===== src/rtl/lane_shifter.sv =====
// lane_shifter: per-lane obstacle scroller for the Frogger playfield.
// Rotates the lane's obstacle pattern one cell every speed+1 qualified ticks,
// accepts new patterns through a valid/ready load port, counts full lane
// revolutions and reports a registered collision flag for the frog's column.
module lane_shifter #(
  parameter int                    LANE_WIDTH   = 16,
  parameter int                    COL_WIDTH    = 4,
  parameter int                    SPEED_WIDTH  = 4,
  parameter logic [LANE_WIDTH-1:0] INIT_PATTERN = 16'h0F0F,
  parameter bit                    DIR_LEFT     = 1'b0
) (
  input  logic                   clk,
  input  logic                   rst,
  input  logic                   tick_i,
  input  logic                   en_i,
  input  logic [SPEED_WIDTH-1:0] speed_i,
  input  logic                   load_valid_i,
  input  logic [LANE_WIDTH-1:0]  load_pattern_i,
  output logic                   load_ready_o,
  input  logic [COL_WIDTH-1:0]   frog_col_i,
  output logic [LANE_WIDTH-1:0]  pattern_o,
  output logic                   shift_pulse_o,
  output logic                   hit_o,
  output logic [7:0]             wrap_count_o
);

  localparam int                OFF_W    = (LANE_WIDTH > 2) ? $clog2(LANE_WIDTH) : 1;
  localparam logic [OFF_W-1:0]  OFF_LAST = OFF_W'(LANE_WIDTH - 1);

  typedef enum logic {
    RUN  = 1'b0,
    HOLD = 1'b1
  } state_e;

  state_e                 state_q, state_d;
  logic [LANE_WIDTH-1:0]  pattern_q, pattern_d;
  logic [SPEED_WIDTH-1:0] tick_cnt_q, tick_cnt_d;
  logic [OFF_W-1:0]       offset_q, offset_d;
  logic [7:0]             wrap_q, wrap_d;
  logic                   shift_pulse_q, hit_q, hit_d;
  logic                   load_ready;
  logic                   load_accept;
  logic                   tick_qual;
  logic                   do_shift;
  logic [LANE_WIDTH-1:0]  rotated;

  assign load_accept = load_valid_i && load_ready;

  // State register: RUN after reset, HOLD lasts one cycle after a load.
  always_ff @(posedge clk) begin
    // NOTE: sequential state uses non-blocking assignments so every register
    // samples the pre-edge values of its neighbours, regardless of block order.
    if (rst) state_q <= RUN;
    else     state_q <= state_d;
  end

  // Next-state logic: a load sends RUN to HOLD, HOLD always returns to RUN.
  always_comb begin
    state_d = state_q;
    unique case (state_q)
      RUN:     if (load_accept) state_d = HOLD;
      HOLD:    state_d = RUN;
      default: state_d = RUN;
    endcase
  end

  // Output logic: loads are only offered while scrolling.
  always_comb begin
    load_ready = (state_q == RUN);
  end

  // Datapath next-state: load beats shift, prescaler frozen unless tick && en in RUN.
  always_comb begin
    // NOTE: every combinational output gets a default first; a path that
    // leaves one unassigned would otherwise infer a latch.
    pattern_d  = pattern_q;
    tick_cnt_d = tick_cnt_q;
    offset_d   = offset_q;
    wrap_d     = wrap_q;
    do_shift   = 1'b0;

    rotated   = DIR_LEFT ? {pattern_q[LANE_WIDTH-2:0], pattern_q[LANE_WIDTH-1]}
                         : {pattern_q[0], pattern_q[LANE_WIDTH-1:1]};
    tick_qual = tick_i && en_i && (state_q == RUN);

    if (load_accept) begin
      pattern_d  = load_pattern_i;
      tick_cnt_d = '0;
      offset_d   = '0;
    end else if (tick_qual) begin
      // >= rather than == so lowering speed mid-count shifts on the next tick.
      if (tick_cnt_q >= speed_i) begin
        do_shift   = 1'b1;
        pattern_d  = rotated;
        tick_cnt_d = '0;
        if (offset_q == OFF_LAST) begin
          offset_d = '0;
          wrap_d   = wrap_q + 8'd1;
        end else begin
          offset_d = offset_q + 1'b1;
        end
      end else begin
        tick_cnt_d = tick_cnt_q + 1'b1;
      end
    end

    hit_d = (int'(frog_col_i) < LANE_WIDTH) ? pattern_q[frog_col_i] : 1'b0;
  end

  // Datapath registers with synchronous reset.
  always_ff @(posedge clk) begin
    if (rst) begin
      pattern_q     <= INIT_PATTERN;
      tick_cnt_q    <= '0;
      offset_q      <= '0;
      wrap_q        <= '0;
      shift_pulse_q <= 1'b0;
      hit_q         <= 1'b0;
    end else begin
      pattern_q     <= pattern_d;
      tick_cnt_q    <= tick_cnt_d;
      offset_q      <= offset_d;
      wrap_q        <= wrap_d;
      shift_pulse_q <= do_shift;
      hit_q         <= hit_d;
    end
  end

  assign load_ready_o  = load_ready;
  assign pattern_o     = pattern_q;
  assign shift_pulse_o = shift_pulse_q;
  assign hit_o         = hit_q;
  assign wrap_count_o  = wrap_q;

endmodule


===== config.mk =====
export PLATFORM = sky130hd
export DESIGN_NAME = lane_shifter
export DESIGN_NICKNAME = d
export VERILOG_FILES = /design/src/rtl/lane_shifter.sv
export SDC_FILE = /design/constraint.sdc
export NUM_CORES = 1
export LEC_CHECK = 0
export ABC_AREA = 0
export CORE_MARGIN = 2
export CORE_UTILIZATION = 41
export DETAILED_ROUTE_END_ITERATION = 8
export PLACE_DENSITY = 0.75
export SLEW_MARGIN = 40
export SYNTH_ARGS = -nofsm -noshare
export SYNTH_HDL_FRONTEND = slang
export SYNTH_SLANG_ARGS = --single-unit

===== constraint.sdc =====
create_clock -name clk -period 2.5 [get_ports clk]
set_clock_uncertainty 0.1 [all_clocks]
set_input_delay 0.75 -clock clk [delete_from_list [all_inputs] [get_ports clk]]
set_output_delay 0.75 -clock clk [all_outputs]
set_load 0.05 [all_outputs]

Yosys cells after proc, flatten, opt, wreduce, memory -nomap -nowiden:

Index checks and enable logic that the tools add are counted.

* input port bits: 29
* register bits after elaboration: 35
* output and inout port bits: 27

* mux-type cells: 10
* bitwise gates (word level): 3
* equal/unequal tests: 1
* magnitude comparators: 2
* reductions and logical operators: 10
* $add $sub $neg: 3

Operator list (count)
* $mux 16: 3
* $add 4x1->4 const B: 2
* $add 8x1->8 const B: 1
* $mux 4: 2
* $lt 4x5->1 const B: 1
* $bmux 1 s4: 1
* $eq 4x4->1 const B: 1
* $ge 4x4->1: 1
* $reduce_and 2->1: 2
* $reduce_and 4->1: 1
* $reduce_bool 2->1: 2
* $logic_and 1x1->1: 3
* $mux 1: 3
* $not 1->1: 3
* $reduce_or 3->1: 1
* $pmux 1 s2: 1
* $reduce_or 2->1: 1

Depth between registers and ports, before layout:

Gate-level depths: netlist of run 1.

* word-level depth: 4
* mapped depth: 9
* gate-level depth less buffers: 7

Least setup slack after synthesis of run 1:

OpenSTA, ideal clock, no wires.

* path type: input-to-reg
* start: input port speed_i[0]
* end: register pattern_q[0], in the netlist pattern_o[0]
* path slack: 0.076 ns
* required time: 2.326 ns
* stages on the path: 8
* buffers on the path: 2
* arrival: 2.250 ns
* setup time: 0.074 ns
* cell sequence: ha_1 -> nand2b_4 -> a2111oi_4 -> or3_1 -> buf_4 -> buf_4 -> nand2_1 -> a31oi_1

* word-level cells in the longest chain between the ends: 3

RTL lines
* start: declaration: line 16 `input logic [SPEED_WIDTH-1:0] speed_i,`
* $ge 4x4->1: line 92 `if (tick_cnt_q >= speed_i) begin`
* $reduce_bool 2->1 (no source line)
* $reduce_and 2->1 (no source line)
* end signal: assignment: line 120 `pattern_q <= pattern_d;`
* end: declaration: line 36 `logic [LANE_WIDTH-1:0] pattern_q, pattern_d;`

Every way passes these cells.
A chain may end at the register's enable or synchronous reset.

Final worst setup path of run 1:

* start: input port speed_i[0]
* end: register wrap_q[4], in the netlist wrap_count_o[4]

* word-level cells in the longest chain between the ends: 2

RTL lines
* $ge 4x4->1: line 92
* $reduce_and 4->1 (no source line)
* end signal: assignment: line 123 `wrap_q <= wrap_d;`
* end: declaration: line 39 `logic [7:0] wrap_q, wrap_d;`

Every way passes these cells.

==> metrics.yaml, run 1 <==
critical_path:
  cp.arrival_ns: 2.47
  cp-start-kind: "input port"
  r2r_cells: 8
  r2r_slack_ns: 0.29
  cp_top_family: "buffers and inverters"
  timing.rr.start: "tick_cnt_q[0]"
  crit_chain: "dlygate4sd2_1 > ha_1 > nand2b_4 > a2111oi_4 > buf_4 > nor4_2 > and3_1 > mux2_4"
  r2r-end: "wrap_count_o[4]"
  path_max_fanout: 4
  cp.required_ns: 2.58
  crit_slowest_cell: "a2111oi_4"
  crit_buf_inv: 2
  timing_worst_setup_path_type: "input port to register"
  critPathMaxStageDelay_ns: 0.35
  crit_path_end_kind: "register"
  worst-path-stages: 8
sta:
  max_freq_ghz: 0.418
  min_period_ns: 2.39
  tightest_slew_ns: 0.531
  min_period_over_period_pct: 95.7
  maxSlewViolCount: 0
  hold_violations: 0
  maxSlewHeadroom_pct: 64.5
  hold_ws_ns: 0.385
  setup_violations: 0
  rsz0062_at_grt: "no"
finish:
  seq_area_um2: 701
  multi_input_comb_area_um2: 995
  nNetsFinal: 309
  diodes: 0
  area_growth_syn_to_layout_pct: 49.5
  final_area_mm2: 0.00259
  fillCellCount: 349
  drive_gt1_share_pct: 17.2
synth:
  ys_seq_area_share_pct: 40.4
  synth_top_family_by_area: "simple AND/OR/NAND/NOR gates"
  synthMuxAreaShare_pct: 8.30
  dominantRegCellSynth: "dfxtp_1"
  ys_warn_count: 0
  synth.area.top_cells: "dfxtp_1 40%, nand3_1 6.9%, mux4_2 6.5%"
  synth_xor_area_share_pct: 4.04
  synth-compound-area-share_pct: 9.09
  yosys.area_share.adder_pct: 5.05
  async_flop_share_pct: 0
  yosys_register_bits: 35
  yosys.area.top_type: "dfxtp_1"
  synth_cell_type_count: 37
  syn_inst: 200
  synth_edf_count: 0
  synth_top_area_share_pct: 40.4
  synth_area_per_cell_um2: 8.67
  syn_nets: 236
  syn_area_mm2: 0.00173
  post-synth-top-count-cell: "dfxtp_1"
  synthTopCellsByCount: "35 x dfxtp_1, 30 x nand2_1, 24 x nand3_1"
  synthSimpleGateAreaFrac_pct: 28.1
power:
  ir_drop_v: 0.000426
  power_frac_clock_pct: 31.6
  p_comb_share_pct: 21.3
  p_leak_nw: 1.03
  p_sw_share_pct: 29.4
  pwr-share-seq_pct: 47.1
  powerDensity_mw_per_mm2: 492
  power_switching_w: 0.000375
  p_int_w: 0.000900
cts:
  clk_latency_ns: 0.29
  htree_num_levels: 2
  clock_sinks: 35
  cts_tree: "done"
  numCtsBuffers: 5
  clkTransAtPathRegs_ns: 0.07
  root_buffer: "clkbuf_8"
  cts.path.max_buffers: 2
  cts_hold_buf: 0
hold_path:
  hold_path.class: "register to register"
  hp-start: "offset_q[1]"
  hold_path_depth: 2
  hold_end: "offset_q[1]"
floorplanning:
  die_w_um: 69.0
  dieHeight_um: 69.0
  core_area_mm2: 0.00403
  rows: 23
  initial_core_util_pct: 43.0
  io_pins: 56
  die_area_mm2: 0.00477
placement:
  place.gp.congestion: 0.831
  place_area_mm2: 0.00244
  dp.final_hpwl_mm: 3.19
  io_buffers: 55
routing:
  drc: 0
  wirelength_mm: 4.65
  antenna_left: 0
  drtIter0Drc: 83
  viasPerCell: 5.35
  dr.pass1.iters: 5
  avgRoutedWirePerCell_um: 14.4
  num_vias: 1734
global_route:
  gr-total-overflow: 0
  grt_max_degree: 23
  grt_pass1_wl_mm: 7.78
  first_global_vias: 1608
  antenna_found_initial: 0
  grt_usage_pct: 20.2
status:
  status: "finished, final reports clean"
job:
  maxCapViolCount: 0
sequential cells by signal (all words and copies together), names as in the netlist:
signal	count
pattern_o	16
wrap_count_o	8
offset_q	4
tick_cnt_q	4
hit_o	1
shift_pulse_o	1
state_q	1
final cells by class:
| type | count | area share, % |
|---|---|---|
| clock buffer | 6 | 2.80 |
| clock inverter | 2 | 0.483 |
| inverter | 9 | 1.30 |
| multi-input combinational | 146 | 38.4 |
| sequential | 35 | 27.0 |
| tap | 50 | 2.41 |
| timing repair buffer | 76 | 27.6 |
metal layers:
metal	share of wire (%)	track usage (%)	up-vias	wire [um]
met5	0	0	-	0
met4	1.6	6.10	0	74
met3	8.3	6.43	7	385
met2	47	31.4	74	2180
met1	43	26.7	805	2010
li1	-	-	848	-
power by group through the flow:
stage               clock [W]  combinational [W]  sequential (W)
floorplan                   0          0.0000801        0.000674
global route         0.000445           0.000288        0.000604
CTS                  0.000409           0.000272        0.000600
detailed placement          0           0.000263        0.000612
global placement            0           0.000260        0.000613
finish               0.000403           0.000272        0.000601
logic make-up (layout without fill, tap and decap cells):
kind of cell    Yosys count  in the layout
xor+xnor                  8              8
simple gates            100            101
buf+inv                  20             93
fa+ha+maj                 7              7
compound gates           22             22
mux                       8              8
flops                    35             35
worst reg2reg max path, stage by stage, from the launching register on:
cell       delay, ns
dfxtp_1         0.41
inv_1           0.08
ha_1            0.29
nand2b_4        0.15
a2111oi_4       0.35
buf_4           0.18
nor4_2          0.05
and3_1          0.19
mux2_4          0.30
timing repair:
item / in CTS / in global routing
setup endpoints to repair: 11 / 0
buffers inserted: 5 / 0
gates resized for setup: 11 / 0
placed cells by master (no fill, tap or decap), drive strengths merged, types with 2 or more instances in the layout:
cell type and count:
dlygate4sd2 4, nor3 7, dfxtp 35, a21oi 6, clkinv 3, nand2 30, nand3 24, mux2i 2
xnor2 6, nor4 3, or3 5, clkdlybuf4s50 51, inv 7, and3 3, a31oi 8, nand2b 3
nor2b 2, mux4 5, buf 21, nor2 18, o21ai 2, xor2 2, nand4 3, ha 7
clkbuf 6
how the worst max path moves through the flow:
stage | slack [ns] | startpoint | endpoint
6_report | 0.11 | speed_i[0] | wrap_count_o[4]
5_1_grt | 0.05 | speed_i[0] | wrap_count_o[4]
4_1_cts | 0.1 | wrap_count_o[4] | wrap_count_o[4]
3_5_place_dp | -0.44 | speed_i[2] | offset_q[0]
3_3_place_gp | -0.38 | speed_i[3] | offset_q[3]
2_1_floorplan | 0.08 | speed_i[0] | pattern_o[0]
through the flow:
stage / worst slack, ns / cells / total power, W / util, % / TNS, ns
5_1_grt: 0.0547 / 324 / 0.00134 / 64.3 / 0
3_3_place_gp: -0.379 / 311 / 0.000873 / 60.6 / -8.03
4_1_cts: 0.0970 / 324 / 0.00128 / 64.3 / 0
2_1_floorplan: 0.0755 / 200 / 0.000754 / - / 0
3_5_place_dp: -0.440 / 311 / 0.000875 / 60.6 / -8.72
6_report: 0.107 / 324 / 0.00128 / 64.3 / 0
No activity file was read; power rests on OpenSTA's default activity.
==> run 2: changes to the inputs <==
- CORE_MARGIN: 2 -> not set
- CORE_UTILIZATION: 41 -> 40
- PLACE_DENSITY: 0.75 -> 0.74
==> metrics.yaml, run 2 (synthesis results as in run 1) <==
status:
  status: "finished, final reports clean"
hold_path:
  hp-start: "offset_q[1]"
  hold_path.class: "register to register"
  hold_path_depth: 2
cts:
  clk_latency_ns: 0.29
  root_buffer: "clkbuf_8"
  cts_tree: "done"
  clkTransAtPathRegs_ns: 0.07
  htree_num_levels: 2
  clock_sinks: 35
  cts.path.max_buffers: 2
  numCtsBuffers: 5
power:
  p_comb_share_pct: 21.5
  p_sw_share_pct: 28.5
  pwr-share-seq_pct: 46.4
  power_frac_clock_pct: 32.1
  p_int_w: 0.000925
  p_leak_nw: 1.06
  power_switching_w: 0.000369
  ir_drop_v: 0.000319
  powerDensity_mw_per_mm2: 490
critical_path:
  timing.rr.start: "tick_cnt_q[0]"
  crit_chain: "clkdlybuf4s50_1"
  cp.required_ns: 1.65
  worst-path-stages: 1
  cp-start-kind: "register"
  critPathLaunch: "wrap_count_o[3]"
  r2r_cells: 8
  path_max_fanout: 6
  crit_slowest_cell: "clkdlybuf4s50_1"
  timing_worst_setup_path_type: "register to output port"
  cp.arrival_ns: 1.59
  crit_path_end_kind: "output port"
  cp_top_family: "buffers and inverters"
  crit_buf_inv: 1
  critPathMaxStageDelay_ns: 0.85
sta:
  setup_violations: 0
  hold_ws_ns: 0.388
  hold_violations: 0
  max_freq_ghz: 0.410
  maxSlewViolCount: 0
  min_period_ns: 2.44
  min_period_over_period_pct: 97.7
  tightest_slew_ns: 0.513
  maxSlewHeadroom_pct: 65.7
  rsz0062_at_grt: "no"
  setup_ws_ns: 0.0583
floorplanning:
  initial_core_util_pct: 42.4
  rows: 23
  die_w_um: 67.8
  die_area_mm2: 0.00460
  dieHeight_um: 67.8
  io_pins: 56
  core_area_mm2: 0.00409
finish:
  mostFrequentLayoutCells: "51 x clkdlybuf4s50_1, 35 x dfxtp_1, 30 x nand2_1, 24 x nand3_1, 19 x buf_4"
  largest_reg_flops: 16
  drive_gt1_share_pct: 17.9
  instances_no_fill: 323
  final_common_cell: "clkdlybuf4s50_1"
  area_growth_syn_to_layout_pct: 52.2
  fillCellCount: 351
  nNetsFinal: 309
  diodes: 0
global_route:
  grt_max_degree: 23
  first_global_vias: 1632
  antenna_found_initial: 0
  gr-total-overflow: 0
  grt_usage_pct: 21.8
  grt_pass1_wl_mm: 7.37
placement:
  dp.final_hpwl_mm: 3.17
  place.gp.congestion: 0.806
  io_buffers: 55
  place_ws_ns: -0.504
  placed_cells: 307
routing:
  wl_met1_mm: 2.01
  dr_wl_met2_mm: 2.26
  drc: 0
  wirelength_mm: 4.62
  drtIter0Drc: 73
  dr.pass1.iters: 4
  num_vias: 1713
  antenna_left: 0
  wl_met3_um: 274
  viasPerCell: 5.30
  top_layer: "met4"
  avgRoutedWirePerCell_um: 14.3
job:
  maxCapViolCount: 0
-- run 2: routing by layer --
metal  up-vias  global-route usage (%)
met2        55                    36.0
met5         -                       0
met1       806                    27.2
met3         7                    5.00
li1        845                       -
met4         0                    9.11
-- run 2: path summary, 6_finish.rpt --
kind                            slack [ns]         endpoint
worst min-delay path                  0.39      offset_q[1]
worst max-delay path                  0.06  wrap_count_o[3]
worst max register to register        0.26  wrap_count_o[4]
worst min register to register        0.39      offset_q[1]
-- run 2: final cells by class --
type	instances	area [um^2]	area share (%)
well taps	50	62.6	2.37
clock inverters	1	5.00	0.190
flip-flops and latches	35	701	26.6
multi-input cells	146	1030	38.9
clock buffers	6	82.6	3.13
repair buffers	76	728	27.6
inverters	9	33.8	1.28
-- run 2: repair_timing --
action	in CTS	in global routing
hold endpoints to repair	0	0
hold buffers	0	0
setup endpoints to repair	26	20
buffers inserted	7	2
pin swaps	9	8
resized for setup	9	9
gates cloned	1	0
-- run 2: power by group through the flow --
stage	clock network (W)	logic [W]	registers [W]
after floorplan	0	0.0000801	0.000674
after global placement	0	0.000257	0.000613
after detailed placement	0	0.000260	0.000612
after CTS	0.000425	0.000274	0.000600
after global routing	0.000446	0.000293	0.000604
final	0.000415	0.000278	0.000601
-- run 2: metrics by stage --
stage	util [%]	area [um^2]	setup TNS (ns)	total power [W]
3_3_place_gp	59.3	2420	-10.12	0.000871
3_5_place_dp	59.3	2420	-12.06	0.000873
2_1_floorplan	-	1730	0	0.000754
5_1_grt	64.6	2640	0	0.00134
6_report	64.6	2640	0	0.00129
4_1_cts	63.2	2580	0	0.00130
==> run 3: changes to the inputs <==
- CTS_BUF_LIST: not set -> sky130_fd_sc_hd__clkbuf_4
==> metrics.yaml, run 3 (synthesis results as in run 1) <==
placement:
  dp.final_hpwl_mm: 3.17
  place.gp.congestion: 0.806
  placed_cells: 307
  io_buffers: 55
power:
  p_leak_nw: 1.06
  powerDensity_mw_per_mm2: 455
  ir_drop_v: 0.000284
floorplanning:
  die_area_mm2: 0.00460
  dieHeight_um: 67.8
  core_area_mm2: 0.00409
  rows: 23
  initial_core_util_pct: 42.4
  die_w_um: 67.8
  io_pins: 56
routing:
  drtIter0Drc: 94
  wl_met1_mm: 1.98
  avgRoutedWirePerCell_um: 14.3
  num_vias: 1686
  wl_met3_um: 299
  viasPerCell: 5.29
  dr.pass1.iters: 4
  drc: 0
  top_layer: "met4"
  dr_wl_met2_mm: 2.23
  antenna_left: 0
  wirelength_mm: 4.55
critical_path:
  crit_chain: "clkdlybuf4s50_1 > inv_1 > ha_4 > a2111oi_4 > buf_4 > nor4_2 > and3_1 > mux2_4"
  cp_top_family: "buffers and inverters"
  crit_slowest_cell: "clkdlybuf4s50_1"
  critPathMaxStageDelay_ns: 0.45
  cp.arrival_ns: 2.59
  cp.required_ns: 2.64
  crit_buf_inv: 3
  timing_worst_setup_path_type: "input port to register"
  path_max_fanout: 3
  cp-start-kind: "input port"
  crit_path_end_kind: "register"
cts:
  clkTransAtPathRegs_ns: 0.10
  htree_num_levels: 2
  clock_sinks: 35
  cts.path.max_buffers: 2
  root_buffer: "clkbuf_4"
  clk_latency_ns: 0.35
  cts_tree: "done"
  numCtsBuffers: 5
sta:
  maxSlewHeadroom_pct: 65.8
  min_period_over_period_pct: 98.0
  setup_violations: 0
  maxSlewViolCount: 0
  hold_ws_ns: 0.396
  tightest_slew_ns: 0.511
  setup_tns_ns: 0
  hold_violations: 0
  max_freq_ghz: 0.408
  min_period_ns: 2.45
finish:
  area_growth_syn_to_layout_pct: 47.0
  largest_reg_flops: 16
  nNetsFinal: 305
  diodes: 0
  final_util_pct: 62.4
  instances_no_fill: 319
  final_common_cell: "clkdlybuf4s50_1"
  mostFrequentLayoutCells: "50 x clkdlybuf4s50_1, 35 x dfxtp_1, 30 x nand2_1, 24 x nand3_1, 17 x nor2_1"
  drive_gt1_share_pct: 16.0
global_route:
  grt_usage_pct: 20.1
  grt_max_degree: 23
  grt_pass1_wl_mm: 6.90
  gr-total-overflow: 0
  first_global_vias: 1554
  antenna_found_initial: 0
job:
  maxCapViolCount: 0
status:
  status: "finished, final reports clean"
hold_path:
  hold_path.class: "register to register"
## run 3: changes by cell type in the layout (fill, tap and decap cells not counted), sizes merged
| cell | delta |
|---|---|
| buf | -4 |
| dlymetal6s2s | +3 |
| dlygate4sd2 | -1 |
| clkdlybuf4s50 | -1 |
| clkinv | +1 |
| clkdlybuf4s15 | -1 |
| clkbuf | -1 |
## run 3: repair_timing
action | in CTS | in global routing
hold buffers | 0 | 0
endpoints found under the setup margin | 21 | 9
setup buffers | 2 | 3
cloned | 0 | 1
pin swaps | 2 | 11
gates resized for setup | 2 | 10
## run 3: metrics by stage
step	setup WS [ns]	instance area, um^2	power (W)
6_report	0.0502	2550	0.00116
5_1_grt	-0.00597	2550	0.00121
4_1_cts	0.00157	2480	0.00116
3_5_place_dp	-0.504	2420	0.000873
3_3_place_gp	-0.425	2420	0.000871
2_1_floorplan	0.0755	1730	0.000754
## run 3: cell type report
| cell class | instances | area [um^2] |
|---|---|---|
| flip-flops and latches | 35 | 701 |
| repair buffers | 72 | 703 |
| clock inverters | 2 | 8.76 |
| clock buffers | 5 | 37.5 |
| multi-input cells | 146 | 1000 |
| well taps | 50 | 62.6 |
| inverters | 9 | 33.8 |
| fillers | 366 | 1540 |
## run 3: layer usage
layer | GRT usage, % | vias up
met2 | 32.9 | 58
met3 | 4.50 | 3
li1 | - | 839
met1 | 26.0 | 786
met4 | 7.03 | 0
met5 | 0 | -
## run 3: path summary, 6_finish.rpt
kind,start,to,slack (ns),cells after the start
worst max register to register,tick_cnt_q[0],wrap_count_o[4],0.26,8
worst min-delay path,offset_q[1],offset_q[1],0.40,2
worst max-delay path,speed_i[1],wrap_count_o[4],0.05,8
worst min register to register,offset_q[1],offset_q[1],0.40,2
## run 3: power breakdown
group	leakage (nW)	internal [W]	switching, W
clock network	0.0285	0.0000995	0.000190
registers	0.286	0.000579	0.0000220
logic	0.742	0.000126	0.000144
total	1.06	0.000805	0.000355
## run 3: worst min-delay path: stages (launching register included)
cell	delay, ns
dfxtp_1	0.34
nand2_1	0.06
a21oi_1	0.06
==> edit (flow settings as in run 2) <==
Register the output `wrap_count_o` once more, cleared by the reset; this adds one clock of latency there. The other outputs are not delayed to match.
--- a/src/rtl/lane_shifter.sv
+++ b/src/rtl/lane_shifter.sv
@@ -130,7 +130,13 @@
   assign pattern_o     = pattern_q;
   assign shift_pulse_o = shift_pulse_q;
   assign hit_o         = hit_q;
-  assign wrap_count_o  = wrap_q;
+  always_ff @(posedge clk) begin
+    if (rst) begin
+      wrap_count_o <= '0;
+    end else begin
+      wrap_count_o <= wrap_q;
+    end
+  end
 
 endmodule
 
Function: same outputs for any inputs over 10 cycles, from zero or initial values and one cycle with rst high; that may be too few to reach the edited logic, so the function may still have changed.
==> edit against run 2 <==
Worst setup slack lost 0.011 ns. Area after synthesis grew 17%. Sequential cell count increased by 8. Critical path depth grew 6. Routed wire length rose by 19%. Non-clock buffer count decreased by 3. Design area grew 16%. Total power grew 25%. Critical path type is now in -> reg. Largest cell class unchanged.
==> edit: results (changes against run 2) <==
Post-Syn Area per Cell: 9.13 um2 (+5.3%)
inverters: 7 (-2)
WHS Path Cells: 1 (-1)
Hold Path Sink: wrap_count_o[7]$_SDFF_PP0_
grt met3 use: 0.0549 (+0.00487)
Worst Path Max Fanout: 7 (+1)
sequential area share after synthesis: 0.423 (+0.0188)
Post-synth top cells: 43 x dfxtp_1, 18 x o21ai_0, 17 x nor2_1
#MultiIn Comb: 157 (+7.5%)
HPWL Detailed: 3360 um (+6.0%)
placed cell areas: 2720 um2 (+12%)
fraction of area in registers: 0.281 (+0.0152)
critical path startpoint: speed_i[0]
leading post-synthesis cells by cell area: dfxtp_1 42%, mux4_1 5.2%, a31oi_1 4.9%
Leak: 1.19 nW (+12%)
final hold slack: 0.408 ns (+0.0194 ns)
signal buffers share of area: 0.246 (-0.0303)
worst skew pair latency: 0.31 ns (+0.02 ns)
Syn Nets: 259 (+9.7%)
Nets: 323 (+4.5%)
R2R depth: 7 (-1)
RR Endpoint: offset_q[0]$_SDFFE_PP0P_
Worst slew margin: 0.666 (+0.00911)
antenna fix cells: 0 (unchanged)
largest net degree at the start of global routing: 32 (+39%)
Peak Freq: 0.408 GHz (-0.45%)
bufs w/o clock: 73 (-3.9%)
hold path startpoint: wrap_q[7]$_SDFFE_PP0P_
Top delay family on crit path: simple AND/OR/NAND/NOR gates
Gate power share: 0.206 (-0.009)
drt initial violations: 202 (+180%)
grt met1 use: 0.238 (-0.0341)
number of global-route vias before repair: 1862 (+14%)
routed wl met2: 2620 um (+16%)
status: completed
Fillers: 382 (+8.8%)
vias: 1969 (+15%)
Slowest Stage Delay on Critical Path: 0.53 ns (-0.32 ns)
clk_buf instances: 5 (-1)
met3 WL: 305 um (+11%)
Sink Count: 43 (+23%)
Comb power: 0.000333 W (+20%)
sw frac: 0.286 (+0.000947)
worst reg2reg setup slack: 0.42 ns (+0.16 ns)
critical path class: in -> reg
final wirelength: 5480 um (+19%)
global-route wire length before repair: 8180 um (+11%)
multi-input gate share of total cell area: 0.401 (+0.0123)
Post-synth top flop: dfxtp_1
CP arrival: 2.60 ns (+1.01 ns)
Worst IR Drop VDD: 0.262 mV (-18%)
RD Place Congestion: 0.871 (+8.2%)
pre-CTS setup slack: -0.530 ns (-0.0267 ns)
layout cell share with drive strength beyond 1: 0.188 (+0.00801)
fraction of registers with async set/reset: 0 (unchanged)
Clock buf/inv share: 0.0367 (+0.00353)
gr usage total: 0.199 (-0.0191)
M1 WL: 2400 um (+19%)
met2 usage in global routing: 0.331 (-0.0289)
Seq pwr share: 0.451 (-0.013)
## edit: logic make-up (layout without fill, tap and decap cells)
group / after synthesis / in the layout / share of synthesized area
AO/OA/AOI/OAI: 60 / 61 / 0.176
XOR/XNOR: 3 / 3 / 0.0129
adder cells (fa/ha/maj): 7 / 7 / 0.0430
buffers and inverters: 24 / 88 / 0.0467
flip-flops: 43 / 43 / 0.423
multiplexers: 14 / 14 / 0.112
AND/OR/NAND/NOR: 72 / 72 / 0.186
## edit: per-stage QoR
| stage | instances | TNS, ns | util |
|---|---|---|---|
| floorplan | 223 | 0 | - |
| global placement | 340 | -13.01 | 0.564 |
| detailed placement | 340 | -14.05 | 0.564 |
| CTS | 348 | -0.0503 | 0.598 |
| global route | 355 | -0.00814 | 0.637 |
| finish | 355 | 0 | 0.637 |
## edit: repair_timing
item / 4_1_cts / 5_1_grt
pin swaps: 1 / 14
gates cloned: 0 / 1
resized for setup: 9 / 21
setup endpoints to repair: 28 / 27
buffers inserted: 0 / 6
